$ cat src/rtl/ahb_aes_slave_if.sv
// AHB-Lite bus bundle between the CPU master port and the AES register slave.
// Latency: none (wires only).
// Backpressure: carried by HREADYOUT from the slave, returned to all parties as HREADY.
interface ahb_aes_slave_if #(
    parameter int ADDR_WIDTH = 32,
    parameter int DATA_WIDTH = 32
);
    logic                  HSEL;
    logic [ADDR_WIDTH-1:0] HADDR;
    logic [1:0]            HTRANS;
    logic                  HWRITE;
    logic [2:0]            HSIZE;
    logic [DATA_WIDTH-1:0] HWDATA;
    logic                  HREADY;
    logic [DATA_WIDTH-1:0] HRDATA;
    logic                  HREADYOUT;
    logic                  HRESP;

    modport slave (
        input  HSEL, HADDR, HTRANS, HWRITE, HSIZE, HWDATA, HREADY,
        output HRDATA, HREADYOUT, HRESP
    );

    modport master (
        output HSEL, HADDR, HTRANS, HWRITE, HSIZE, HWDATA, HREADY,
        input  HRDATA, HREADYOUT, HRESP
    );
endinterface

$ cat src/rtl/ahb_aes_slave.sv
// AHB-Lite register block driving an AES-128 core (key/pt/ct, ctrl, status); `AES_IRQ_EN adds CTRL.IE and irq.
// Latency: zero-wait data phase for legal accesses; illegal ones get the two-cycle ERROR response.
// Backpressure: HREADYOUT drops only in the first ERROR cycle; the core itself is never stalled.
module ahb_aes_slave #(
    parameter int ADDR_WIDTH = 32,
    parameter int DATA_WIDTH = 32
) (
    input  logic                HCLK,
    input  logic                HRESETn,
    ahb_aes_slave_if.slave      bus,
    output logic                aes_start,
    output logic [127:0]        aes_key,
    output logic [127:0]        aes_pt,
    input  logic [127:0]        aes_ct,
    input  logic                aes_done,
    output logic                irq
);
    typedef enum logic [1:0] {ST_IDLE, ST_START, ST_BUSY} state_t;

    typedef struct packed {
        logic       vld;
        logic       wr;
        logic       bad;
        logic       busy;
        logic [3:0] idx;
    } dphase_t;

    localparam logic [3:0] IDX_CTRL = 4'hC;
    localparam logic [3:0] IDX_STAT = 4'hD;

    logic [DATA_WIDTH-1:0] key_q [4];
    logic [DATA_WIDTH-1:0] pt_q  [4];
    logic [DATA_WIDTH-1:0] ct_q  [4];
    state_t                state;
    dphase_t               dp;
    logic                  err2_q;
    logic                  done_q;

`ifdef AES_IRQ_EN
    logic                  ie_q;
    assign irq = done_q & ie_q;
`else
    wire                   ie_q = 1'b0;
    assign irq = 1'b0;
`endif

    wire       accept = bus.HSEL & bus.HREADY & bus.HTRANS[1];
    wire [3:0] a_idx  = bus.HADDR[5:2];
    wire       unused_ok = &{1'b0, bus.HTRANS[0], bus.HADDR[1:0], bus.HADDR[ADDR_WIDTH-1:6]};

    logic err_now, wr_ok, start_hit, busy_now, a_bad;
    logic [DATA_WIDTH-1:0] rdata;

    // START=1 is only known from HWDATA, so that error is resolved in the data phase.
    always_comb begin
        err_now   = dp.vld & (dp.bad | (dp.wr & (dp.idx == IDX_CTRL) & bus.HWDATA[0] & dp.busy));
        wr_ok     = dp.vld & dp.wr & ~err_now;
        start_hit = wr_ok & (dp.idx == IDX_CTRL) & bus.HWDATA[0];
        busy_now  = (state != ST_IDLE) | start_hit;
        a_bad     = (bus.HSIZE != 3'b010)
                  | (bus.HWRITE & (a_idx[3:2] == 2'b10))
                  | (bus.HWRITE & ~a_idx[3] & busy_now);
    end

    always_comb begin
        rdata = '0;
        if (dp.vld & ~dp.wr & ~err_now) begin
            case (dp.idx[3:2])
                2'd0: rdata = key_q[dp.idx[1:0]];
                2'd1: rdata = pt_q[dp.idx[1:0]];
                2'd2: rdata = ct_q[dp.idx[1:0]];
                2'd3: begin
                    if (dp.idx == IDX_CTRL) begin
                        rdata[1] = ie_q;
                    end else if (dp.idx == IDX_STAT) begin
                        rdata[0] = (state != ST_IDLE);
                        rdata[1] = done_q;
                    end
                end
            endcase
        end
    end

    assign bus.HRDATA    = rdata;
    assign bus.HREADYOUT = ~err_now;
    assign bus.HRESP     = err_now | err2_q;
    assign aes_key       = {key_q[0], key_q[1], key_q[2], key_q[3]};
    assign aes_pt        = {pt_q[0], pt_q[1], pt_q[2], pt_q[3]};

    always_ff @(posedge HCLK or negedge HRESETn) begin
        if (!HRESETn) begin
            for (int i = 0; i < 4; i++) begin
                key_q[i] <= '0;
                pt_q[i]  <= '0;
                ct_q[i]  <= '0;
            end
            state     <= ST_IDLE;
            aes_start <= 1'b0;
            dp        <= '0;
            err2_q    <= 1'b0;
            done_q    <= 1'b0;
`ifdef AES_IRQ_EN
            ie_q      <= 1'b0;
`endif
        end else begin
            err2_q <= err_now;
            if (err_now) begin
                dp.vld <= 1'b0;
            end else if (bus.HREADY) begin
                dp <= '{vld: accept, wr: bus.HWRITE, bad: a_bad, busy: busy_now, idx: a_idx};
            end

            if (wr_ok) begin
                case (dp.idx[3:2])
                    2'd0: key_q[dp.idx[1:0]] <= bus.HWDATA;
                    2'd1: pt_q[dp.idx[1:0]]  <= bus.HWDATA;
                    2'd3: begin
                        if (dp.idx == IDX_STAT && bus.HWDATA[1]) done_q <= 1'b0;
`ifdef AES_IRQ_EN
                        if (dp.idx == IDX_CTRL) ie_q <= bus.HWDATA[1];
`endif
                    end
                    default: ;
                endcase
            end

            // Placed after the W1C so a same-cycle completion leaves DONE set.
            case (state)
                ST_IDLE: begin
                    if (start_hit) begin
                        state     <= ST_START;
                        aes_start <= 1'b1;
                        done_q    <= 1'b0;
                    end
                end
                ST_START: begin
                    state     <= ST_BUSY;
                    aes_start <= 1'b0;
                end
                ST_BUSY: begin
                    if (aes_done) begin
                        state  <= ST_IDLE;
                        done_q <= 1'b1;
                        for (int i = 0; i < 4; i++)
                            ct_q[i] <= aes_ct[127 - DATA_WIDTH*i -: DATA_WIDTH];
                    end
                end
                default: begin
                    state     <= ST_IDLE;
                    aes_start <= 1'b0;
                end
            endcase
        end
    end
endmodule

$ cat src/flat_wrapper.sv
// flat-port wrapper written by rule: the top's interface ports become plain ports
module ahb_aes_slave_flat 
#(
    parameter int ADDR_WIDTH = 32,
    parameter int DATA_WIDTH = 32
)
  (HCLK, HRESETn, aes_start, aes_key, aes_pt, aes_ct, aes_done, irq, bus_HSEL, bus_HADDR, bus_HTRANS, bus_HWRITE, bus_HSIZE, bus_HWDATA, bus_HREADY, bus_HRDATA, bus_HREADYOUT, bus_HRESP);
  ahb_aes_slave_if #(.ADDR_WIDTH(ADDR_WIDTH), .DATA_WIDTH(DATA_WIDTH)) bus_i ();
  input  logic HCLK;
  input  logic HRESETn;
  output logic aes_start;
  output logic [127:0] aes_key;
  output logic [127:0] aes_pt;
  input  logic [127:0] aes_ct;
  input  logic aes_done;
  output logic irq;
  input wire logic [$bits(bus_i.HSEL)-1:0] bus_HSEL;
  input wire logic [$bits(bus_i.HADDR)-1:0] bus_HADDR;
  input wire logic [$bits(bus_i.HTRANS)-1:0] bus_HTRANS;
  input wire logic [$bits(bus_i.HWRITE)-1:0] bus_HWRITE;
  input wire logic [$bits(bus_i.HSIZE)-1:0] bus_HSIZE;
  input wire logic [$bits(bus_i.HWDATA)-1:0] bus_HWDATA;
  input wire logic [$bits(bus_i.HREADY)-1:0] bus_HREADY;
  output wire logic [$bits(bus_i.HRDATA)-1:0] bus_HRDATA;
  output wire logic [$bits(bus_i.HREADYOUT)-1:0] bus_HREADYOUT;
  output wire logic [$bits(bus_i.HRESP)-1:0] bus_HRESP;
  assign bus_i.HSEL = bus_HSEL;
  assign bus_i.HADDR = bus_HADDR;
  assign bus_i.HTRANS = bus_HTRANS;
  assign bus_i.HWRITE = bus_HWRITE;
  assign bus_i.HSIZE = bus_HSIZE;
  assign bus_i.HWDATA = bus_HWDATA;
  assign bus_i.HREADY = bus_HREADY;
  assign bus_HRDATA = bus_i.HRDATA;
  assign bus_HREADYOUT = bus_i.HREADYOUT;
  assign bus_HRESP = bus_i.HRESP;
  ahb_aes_slave #(.ADDR_WIDTH(ADDR_WIDTH), .DATA_WIDTH(DATA_WIDTH)) u_core (.HCLK(HCLK), .HRESETn(HRESETn), .bus(bus_i), .aes_start(aes_start), .aes_key(aes_key), .aes_pt(aes_pt), .aes_ct(aes_ct), .aes_done(aes_done), .irq(irq));
endmodule
$ cat config.mk
export PLATFORM = sky130hd
export DESIGN_NAME = ahb_aes_slave_flat
export DESIGN_NICKNAME = d
export VERILOG_FILES = /design/src/rtl/ahb_aes_slave_if.sv /design/src/rtl/ahb_aes_slave.sv /design/src/flat_wrapper.sv
export SDC_FILE = /design/constraint.sdc
export NUM_CORES = 1
export LEC_CHECK = 0
export ABC_AREA = 1
export BUFFER_PORTS_ARGS = -buffer_cell sky130_fd_sc_hd__buf_2
export CORE_MARGIN = 2
export CORE_UTILIZATION = 30
export CTS_CLUSTER_DIAMETER = 40
export DETAILED_ROUTE_END_ITERATION = 12
export GPL_TIMING_DRIVEN = 0
export PLACE_DENSITY = 0.56
export SLEW_MARGIN = 20
export SYNTH_ARGS = -nofsm -noshare
export SYNTH_HDL_FRONTEND = slang
export SYNTH_SLANG_ARGS = --single-unit
$ cat constraint.sdc
create_clock -name HCLK -period 3.7 [get_ports HCLK]
set_input_delay 0.37 -clock HCLK [delete_from_list [all_inputs] [get_ports HCLK]]
set_output_delay 0.37 -clock HCLK [all_outputs]
set_load 0.01 [all_outputs]
Yosys cells after proc, flatten, opt, wreduce, memory -nomap -nowiden --
Cells that the tools add are included.
Word-level totals: bits in registers 397, logic and storage cells 103
Cells by class: eq/ne operators 11, bitwise logic cells 25, reduce and logical (&&, ||, !) cells 12, order comparisons 2, muxes and demuxes 32
Operators with widths (count):
- $bwmux W128 | 2
- $mux W32 | 8
- $bmux W32 S2 | 3
- $pmux W30 S3 | 1
- $demux W32 S2 | 1
- $and A1 B1 Y1 | 15
- $reduce_and A2 Y1 | 6
- $mux W1 | 9
- $eq A2 B2 Y1 const B | 4
- $eq A4 B4 Y1 const B | 2
- $mux W8 | 1
- $pmux W2 S4 | 1
- $mux W2 | 3
- $pmux W2 S3 | 1
- $or A1 B1 Y1 | 5
- $eq A2 B1 Y1 const B | 2
- $logic_not A2 Y1 | 2
- $not A1 Y1 | 4
- $pmux W1 S2 | 2
- $reduce_bool A2 Y1 | 2
- $ge A3 B3 Y1 const B | 1
- $lt A3 B1 Y1 const B | 1
- $ne A3 B2 Y1 const B | 1
- $not A2 Y3 | 1
- other kinds (3) | 4

Longest topological paths before layout --
Gate-level depths: netlist (run 1).
depth in word-level cells 15, mapped depth 11, depth with buffers taken out 10

Worst setup path after synthesis (run 1) --
OpenSTA, ideal clock, no wires.
path kind input to output, start input bus_HWDATA[0], end output bus_HRDATA[10], slack 1848 ps, arrival 1482 ps, buffers on the path 2, stages 9, cell sequence buf_2 nand3_1 inv_1 nand2_2 nand4_1 a21oi_1 clkbuf_1 nand2_1 inv_1
Between the ends: cells in the longest elaborated chain, start to end 7
RTL lines:
- from (decl) | line flat_wrapper.sv:22 | input wire logic [$bits(bus_i.HWDATA)-1:0] bus_HWDATA;
- $and A1 B1 Y1 (2 in series) | line ahb_aes_slave.sv:56 | err_now = dp.vld & (dp.bad | (dp.wr & (dp.idx == IDX_CTRL) & bus.HWDATA[0] & dp.busy));
- $or A1 B1 Y1 | line ahb_aes_slave.sv:56
- $and A1 B1 Y1 | line ahb_aes_slave.sv:56
- $not A1 Y1 (no source line)
- $and A1 B1 Y1 | line ahb_aes_slave.sv:67 | if (dp.vld & ~dp.wr & ~err_now) begin
- $mux W32 | line ahb_aes_slave.sv:67
- to (decl) | line flat_wrapper.sv:24 | output wire logic [$bits(bus_i.HRDATA)-1:0] bus_HRDATA;
No other way between the ends.

Worst setup path after layout (run 1) --
start register u_core.dp[0] (netlist name), end output bus_HRDATA[12]
Between the ends: cells in the longest elaborated chain, start to end 9
RTL lines:
- from (decl) | line ahb_aes_slave.sv:35 | dphase_t dp;
- from (signal assigned) | line ahb_aes_slave.sv:110 | dp <= '{vld: accept, wr: bus.HWRITE, bad: a_bad, busy: busy_now, idx: a_idx};
- $eq A4 B4 Y1 | line ahb_aes_slave.sv:56
- $and A1 B1 Y1 (3 in series) | line ahb_aes_slave.sv:56
- $or A1 B1 Y1 | line ahb_aes_slave.sv:56
- $and A1 B1 Y1 | line ahb_aes_slave.sv:56
- $not A1 Y1 (no source line)
- $and A1 B1 Y1 | line ahb_aes_slave.sv:67
- $mux W32 * | line ahb_aes_slave.sv:67
Every way passes the cells marked *; elsewhere a longest branch is shown, timed or not. The select of a mux whose other input is x is not followed.

==> results of run 1 <==
==> synth_stat cells, drive strengths merged (3+ instances only) <==
cell type     n
nand3       294
o21ai         7
clkbuf       62
inv          58
nand2      1055
or2           3
mux2        128
a21oi         5
dfrtp       397
nand4        98
nor2         12
buf         117
==> power by group <==
part | total, mW | internal [mW] | switching (mW)
Clock | 7.53 | 4.75 | 2.78
Sequential | 6.09 | 5.38 | 0.707
Combinational | 3.33 | 1.36 | 1.97
Total | 16.9 | 11.5 | 5.46
==> final cells by class <==
| cell class | instances | area [sq um] |
|---|---|---|
| Fill cell | 6252 | 35500 |
| Inverter | 58 | 218 |
| Clock buffer | 95 | 2140 |
| Antenna cell | 2 | 5.00 |
| Buffer | 179 | 890 |
| Sequential cell | 397 | 9930 |
| Tap cell | 837 | 1050 |
| Clock inverter | 56 | 667 |
| Multi-Input combinational cell | 1610 | 7700 |
| Timing Repair Buffer | 567 | 3590 |
==> through the flow <==
step | power, mW | worst slack, ns | instance area [sq um] | TNS (ns) | std cells
final | 16.9 | 0.188 | 26200 | 0 | 3801
after global placement | 9.26 | -6.28 | 21900 | -2475.70 | 3513
after detailed placement | 9.32 | 0.621 | 22100 | 0 | 3517
after CTS | 17.0 | 0.0579 | 26200 | 0 | 3799
after floorplan | 7.75 | 1.85 | 18700 | 0 | 2244
after global routing | 17.7 | 0.0218 | 26200 | 0 | 3801
==> repair_timing <==
| item | 4_1_cts | 5_1_grt |
|---|---|---|
| hold buffers | 131 | 0 |
| resized for setup | 1 | 2 |
| endpoints found under the setup margin | 1 | 14 |
| hold endpoints to repair | 213 | 0 |
==> sequential cells by signal (all words and copies together), names as in the netlist <==
name              cells
u_core.dp             8
u_core.ct_q         128
u_core.state          2
u_core.done_q         1
u_core.aes_start      1
u_core.aes_key      128
u_core.aes_pt       128
u_core.err2_q         1
==> kinds of logic after synthesis <==
logic type	Yosys count	share of synthesized area, %
AOI/OAI and AO/OA	16	0.481
buffers and inverters	237	5.90
DFF	397	53.0
muxes	128	7.70
other	1	0.0200
and+or+nand+nor	1465	32.9
==> layout by cell type, fill, tap and decap left out, drive strengths merged <==
master       Yosys  final
bufinv           0      7
o21ai            7      7
dfrtp          397    397
buf            117    552
conb             1      1
nand4           98     98
o21a             1      1
clkinv           0     17
o31ai            1      1
diode            0      2
clkinvlp         0      8
or2              3      3
dlygate4sd3      0    131
nand3          294    294
inv             58     82
nand2         1055   1055
nor3             1      1
clkbuf          62    158
nand3b           2      2
o21bai           2      2
a21oi            5      5
mux2           128    128
nor2            12     12
==> critical path, cell delays in order (launching register included) <==
cell,delay [ns]
dfrtp_1,0.51
inv_2,0.06
nand2_1,0.07
nor2_1,0.06
nand2_2,0.08
nand4_1,0.17
a21oi_1,0.62
clkbuf_1,0.54
nand2_1,0.11
inv_1,0.15
buf_2,0.15
==> layer usage <==
| metal | part of all wire, % | wire length, um | global-route usage [%] | vias up |
|---|---|---|---|---|
| met4 | 3.1 | 2760 | 9.06 | 2 |
| met3 | 8.9 | 7840 | 8.31 | 148 |
| met1 | 41 | 36700 | 34.9 | 9189 |
| li1 | - | - | - | 8586 |
| met5 | 0.012 | 11 | 0 | - |
| met2 | 47 | 41200 | 43.4 | 827 |
==> worst paths after layout <==
check,startpoint,slack (ns),cells past startpoint,end
setup reg to reg,u_core.dp[0],1.29,7,u_core.aes_key[22]
hold / removal,bus_HSEL,0.02,3,u_core.dp[7]
min in group asynchronous,HRESETn,0.38,2,u_core.aes_pt[8]
hold reg to reg,u_core.aes_key[76],0.48,2,u_core.aes_key[76]
setup / recovery,u_core.dp[0],0.19,10,bus_HRDATA[12]
max in group asynchronous,HRESETn,1.97,4,u_core.ct_q[47]
==> key figures, run 1 <==
Clock tree
  • Setup repair bufs after CTS: 0
  • Worst-path clk slew: 0.05 ns
  • Root Driver: clkbuf_16
  • Clock Latency Late Sink: ~0.63 ns
  • CTS Sinks: 397
  • CTS Buf Count: 81
  • H-tree depth: 3
  • Clock Path Buffers: 3
  • TritonCTS clock tree: done

Floorplan
  • Die height: 254 um
  • Io pins: 495
  • Die width: 254 um
  • Initial Util: 30.4%
  • CORE AREA: 0.0617 sq mm
  • Row cnt: 91
  • Die area: roughly 0.064 sq mm

Yosys
  • #FFs+latches synth: 397
  • Sequential share of the synthesized area: 53.0%
  • Post-synthesis cell area: about 0.019 sq mm
  • Syn. warnings: 0
  • Mean post-synth cell area: 8.35 sq um
  • Top_reg_cell synth: dfrtp_1
  • Yosys cell types: 26
  • Area leader, netlist: dfrtp_1
  • Synth area leaders: dfrtp_1 53%, nand2_1 21%, nand3_1 7.8%
  • Synth Instances: 2244
  • Post-synth top area share: a little over half
  • Post-synth EDFFs: 0
  • Syn Nets: 2447
  • Async set-reset flop share out of synthesis: between 90% and 100%

Drt
  • DR iter-0 viols: 1570
  • Drt wl/cell: 23.3 um
  • DR pass1 iterations: 6
  • Post-DRT Antenna Nets: 0
  • Total Wirelength: 88500 um
  • Residual DRC: 0
  • Via Count: approximately 19000
  • Via-to-Cell Ratio: 4.93

Place
  • Post-DP HPWL: between 60000 and 70000 um
  • GPL Wtd Cong: 0.890
  • Port bufs: 432

STA
  • Hold Fails Final Rpt: 0
  • Tcrit/Tclk final: 94.9%
  • Worst slew margin: 39.3%
  • RSZ-0062 raised after global routing: no
  • Worst Hold Slack: 0.0239 ns
  • Worst-margin pin slew: 0.910 ns
  • Final Max Tran Viols: 0
  • # setup viols final: 0
  • FMAX: 0.285 GHz
  • Minimum clock period: between 3 and 4 ns
  • Setup Skew: 0.0210 ns

Global routing
  • Initial antenna violation count: 4
  • Largest net degree at the start of global routing: 94
  • GRT Total Usage: 27.1%
  • Global route total overflow: 0
  • Vias in the first global route: 18700
  • First-pass GRT wire length: 127000 um

Power
  • Max rail drop VDD: 315 uV
  • Leakage: 14.1 nW
  • Pwr Density: between 600 and 700 mW/mm^2

Run
  • # Max-Cap Violations: 0

Critical path
  • Worst setup SP type: flop
  • Setup CP Type: reg2out
  • Worst EP required: roughly 3.3 ns
  • CP Capture Type: primary output
  • Max Fanout on Critical Path: 10
  • Worst EP arrival: 3.14 ns

Cells and area
  • Area Overhead vs Synth: 39.9%
  • Final cell utilization of the core: 42.4%
  • NumNets Final: 3097
  • Layout cell share with drive strength beyond 1: ~29%

Run status
  • Outcome: complete, no violations

Worst hold path
  • Class of the worst hold path: in2reg
(Power assumes the default switching activity.)
==> run 2, diff against run 1 <==
--- a/config.mk
+++ b/config.mk
@@ -5,14 +5,14 @@
 export SDC_FILE = /design/constraint.sdc
 export NUM_CORES = 1
 export LEC_CHECK = 0
-export ABC_AREA = 1
+export ABC_AREA = 0
 export BUFFER_PORTS_ARGS = -buffer_cell sky130_fd_sc_hd__buf_2
 export CORE_MARGIN = 2
 export CORE_UTILIZATION = 30
 export CTS_CLUSTER_DIAMETER = 40
 export DETAILED_ROUTE_END_ITERATION = 12
 export GPL_TIMING_DRIVEN = 0
-export PLACE_DENSITY = 0.56
+export PLACE_DENSITY = 0.57
 export SLEW_MARGIN = 20
 export SYNTH_ARGS = -nofsm -noshare
 export SYNTH_HDL_FRONTEND = slang
==> constraint.sdc (replaced) <==
create_clock -name HCLK -period 4.15 [get_ports HCLK]
set_input_delay 0.415 -clock HCLK [delete_from_list [all_inputs] [get_ports HCLK]]
set_output_delay 0.415 -clock HCLK [all_outputs]
set_load 0.01 [all_outputs]
==> key figures, run 2 <==
Run status
  • Outcome: complete, no violations

Yosys
  • Syn. warnings: 0 (unchanged)
  • Synth Instances: 1115 (-50%)
  • Async set-reset flop share out of synthesis: 100% (unchanged)
  • Mean post-synth cell area: 16.0 sq um (+92%)
  • Synth area leaders: dfrtp_1 56%, mux2_2 25%, mux4_2 12%
  • Post-synth EDFFs: 0 (unchanged)
  • Synth Area in Adders: 0% (unchanged)
  • #FFs+latches synth: 397 (unchanged)
  • Multiplexer share of the synthesized area: 38.2% (+31 points)
  • Complex-gate fraction of the synthesized area: 1.71% (+1.2 points)
  • Syn Nets: 1318 (-46%)
  • Yosys cell types: 35 (+35%)
  • Top_reg_cell synth: dfrtp_1
  • Post-synthesis cell area: 0.0179 sq mm (-4.6%)
  • Simple-gate share of the synthesized area: 1.64% (-31 points)
  • Post-synth top area share: 55.6% (+2.5 points)
  • Post-Synth XOR/XNOR Area: 0% (unchanged)
  • Area leader, netlist: dfrtp_1
  • Top cells by count, synth: 397 x dfrtp_1, 390 x mux2_2, 94 x mux4_2
  • Top-count cell post-synth: dfrtp_1
  • Main combinational cell family by area after synthesis: multiplexers
  • Sequential share of the synthesized area: 55.6% (+2.5 points)

Place
  • Dpl cells: 2356 (-33%)
  • DP Area: 0.0213 sq mm (-3.5%)
  • Port bufs: 464 (+7.4%)
  • DP Worst Slack: 0.833 ns (+0.212 ns)
  • Post-DP HPWL: 48900 um (-24%)
  • GPL Wtd Cong: 0.807 (-9.3%)

Critical path
  • Family with the most delay on the worst path: buffers and inverters
  • Setup CP Type: reg2out
  • Worst setup SP type: flop
  • RR Startpoint: u_core.dp[3]
  • Critical path startpoint: u_core.dp[2]
  • R2R Path End: u_core.aes_key[80]
  • Flop2flop setup slack: 1.64 ns (+0.35 ns)
  • CP Capture Type: primary output
  • Max Fanout on Critical Path: 10 (unchanged)
  • Worst reg2reg path depth: 6 (-1)
  • Worst EP arrival: 3.35 ns (+0.21 ns)
  • CP max stage cell: buf_1
  • Critical Path Max Stage Delay: 0.81 ns (+0.19 ns)
  • Crit path buf inv count: 4 (unchanged)
  • Worst EP required: 3.73 ns (+0.40 ns)
  • CP most frequent cell: buf_2
  • Critical-path cell list: buf_2 -> buf_2 -> buf_1 -> mux2i_1 -> o22ai_1 -> buf_2

Cells and area
  • NumNets Final: 1884 (-39%)
  • Commonest cells after routing, fill and taps aside: 511 x buf_2, 397 x dfrtp_1, 390 x mux2_2
  • Final instance area: 0.0241 sq mm (-7.9%)
  • Area Overhead vs Synth: 34.9%
  • Commonest non-fill, non-tap cell in the layout: buf_2
  • Layout cell share with drive strength beyond 1: 66.2% (+38 points)
  • Final Instance Count excl. Fillers: 2518 (-34%)
  • Final cell utilization of the core: 40.9% (-1.5 points)

Worst hold path
  • Hold Crit Endpoint: u_core.ct_q[2]
  • HP Start: aes_ct[2]
  • Class of the worst hold path: in2reg
  • Worst hold stages: 2 (-1)

STA
  • Setup TNS Final: 0 ns (unchanged)
  • RSZ-0062 raised after global routing: no
  • Tcrit/Tclk final: 90.7%
  • FMAX: about 0.27 GHz
  • # setup viols final: 0 (unchanged)
  • Final Max Tran Viols: 0 (unchanged)
  • Worst-margin pin slew: 1.04 ns (+0.129 ns)
  • Hold Fails Final Rpt: 0 (unchanged)
  • Final WS setup: 0.385 ns (+0.197 ns)
  • Worst Hold Slack: 0.0365 ns (+0.0126 ns)
  • Worst slew margin: 30.7% (-8.6 points)
  • Minimum clock period: 3.77 ns
  • Setup Skew: 0.0217 ns (+0.000719 ns)

Clock tree
  • Setup repair bufs after CTS: 0 (unchanged)
  • H-tree depth: 3 (unchanged)
  • Post-CTS sizing: 0 (-1)
  • Clock Path Buffers: 3 (unchanged)
  • CTS Sinks: 397 (unchanged)
  • TritonCTS clock tree: done
  • Root Driver: clkbuf_16
  • Clock Latency Late Sink: 0.62 ns (about the same)
  • CTS Buf Count: 74 (-8.6%)
  • Worst-path clk slew: 0.05 ns (about the same)

Global routing
  • Vias in the first global route: 13600 (-27%)
  • GRT Total Usage: 21.2% (-5.9 points)
  • Initial antenna violation count: 11 (+7)
  • Global route total overflow: 0 (unchanged)
  • Largest net degree at the start of global routing: 97 (+3.2%)
  • First-pass GRT wire length: 93600 um (-26%)

Drt
  • Drt wl/cell: 26.2 um (+13%)
  • Via Count: 12400 (-34%)
  • DR pass1 iterations: 5 (-1)
  • DR iter-0 viols: 440 (-72%)
  • Via-to-Cell Ratio: 4.93 (about the same)
  • Residual DRC: 0 (unchanged)
  • Total Wirelength: 66000 um (-25%)
  • Post-DRT Antenna Nets: 0 (unchanged)

Floorplan
  • Die area: 0.0616 sq mm (-4.5%)
  • Io pins: 495 (unchanged)
  • Die width: 248 um (-2.3%)
  • Row cnt: 89 (-2.2%)
  • CORE AREA: 0.0589 sq mm (-4.5%)
  • Initial Util: 30.3% (about the same)
  • Die height: 248 um (-2.3%)

Power
  • Max rail drop VDD: 428 uV (+36%)
  • Leakage: 11.7 nW (-17%)
  • Pwr Density: 500 mW/mm^2 (-23%)
  • Pwr Total: 12.1 mW (-29%)

Run
  • # Max-Cap Violations: 0 (unchanged)
[run 2: worst max path at each step]
stage / to / cells after the start
after global routing: bus_HRDATA[12] / 6
after CTS: bus_HRDATA[12] / 6
final: bus_HRDATA[12] / 6
after detailed placement: bus_HRDATA[12] / 6
after floorplan: bus_HRDATA[10] / 6
after global placement: u_core.aes_key[14] / 1
[run 2: kinds of logic after synthesis]
kind of cell,after synthesis
mux,516
flops,397
buf+inv,106
compound gates,48
simple gates,47
other cells,1
[run 2: final cells by class]
cell class	count	area, sq um
diodes	3	7.51
plain buffers	74	387
clock buffers	90	2010
clock inverters	47	596
fillers	5561	34800
inverters	32	120
multi-input cells	612	7430
flip-flops and latches	397	9930
well taps	773	967
repair buffers	490	2660
[run 2: power by group]
group | internal, mW | leakage (nW) | switching (mW) | total [mW]
combinational | 0.737 | 5.39 | 0.831 | 1.57
clock | 3.91 | 1.26 | 2.25 | 6.16
sequential | 4.15 | 5.02 | 0.175 | 4.33
total | 8.80 | 11.7 | 3.25 | 12.1
[run 2: per-layer routing]
layer  vias up  routed length [um]  GRT usage (%)
met5         -                  92              0
met4        14                1220           5.39
met3       104                5150           7.46
met2       399               32600           36.0
met1      6568               26900           25.8
li1       5338                   -              -
[run 2: repair_timing]
action	in CTS	in global routing
endpoints found under the hold margin	55	0
endpoints found under the setup margin	0	0
hold buffers	22	0
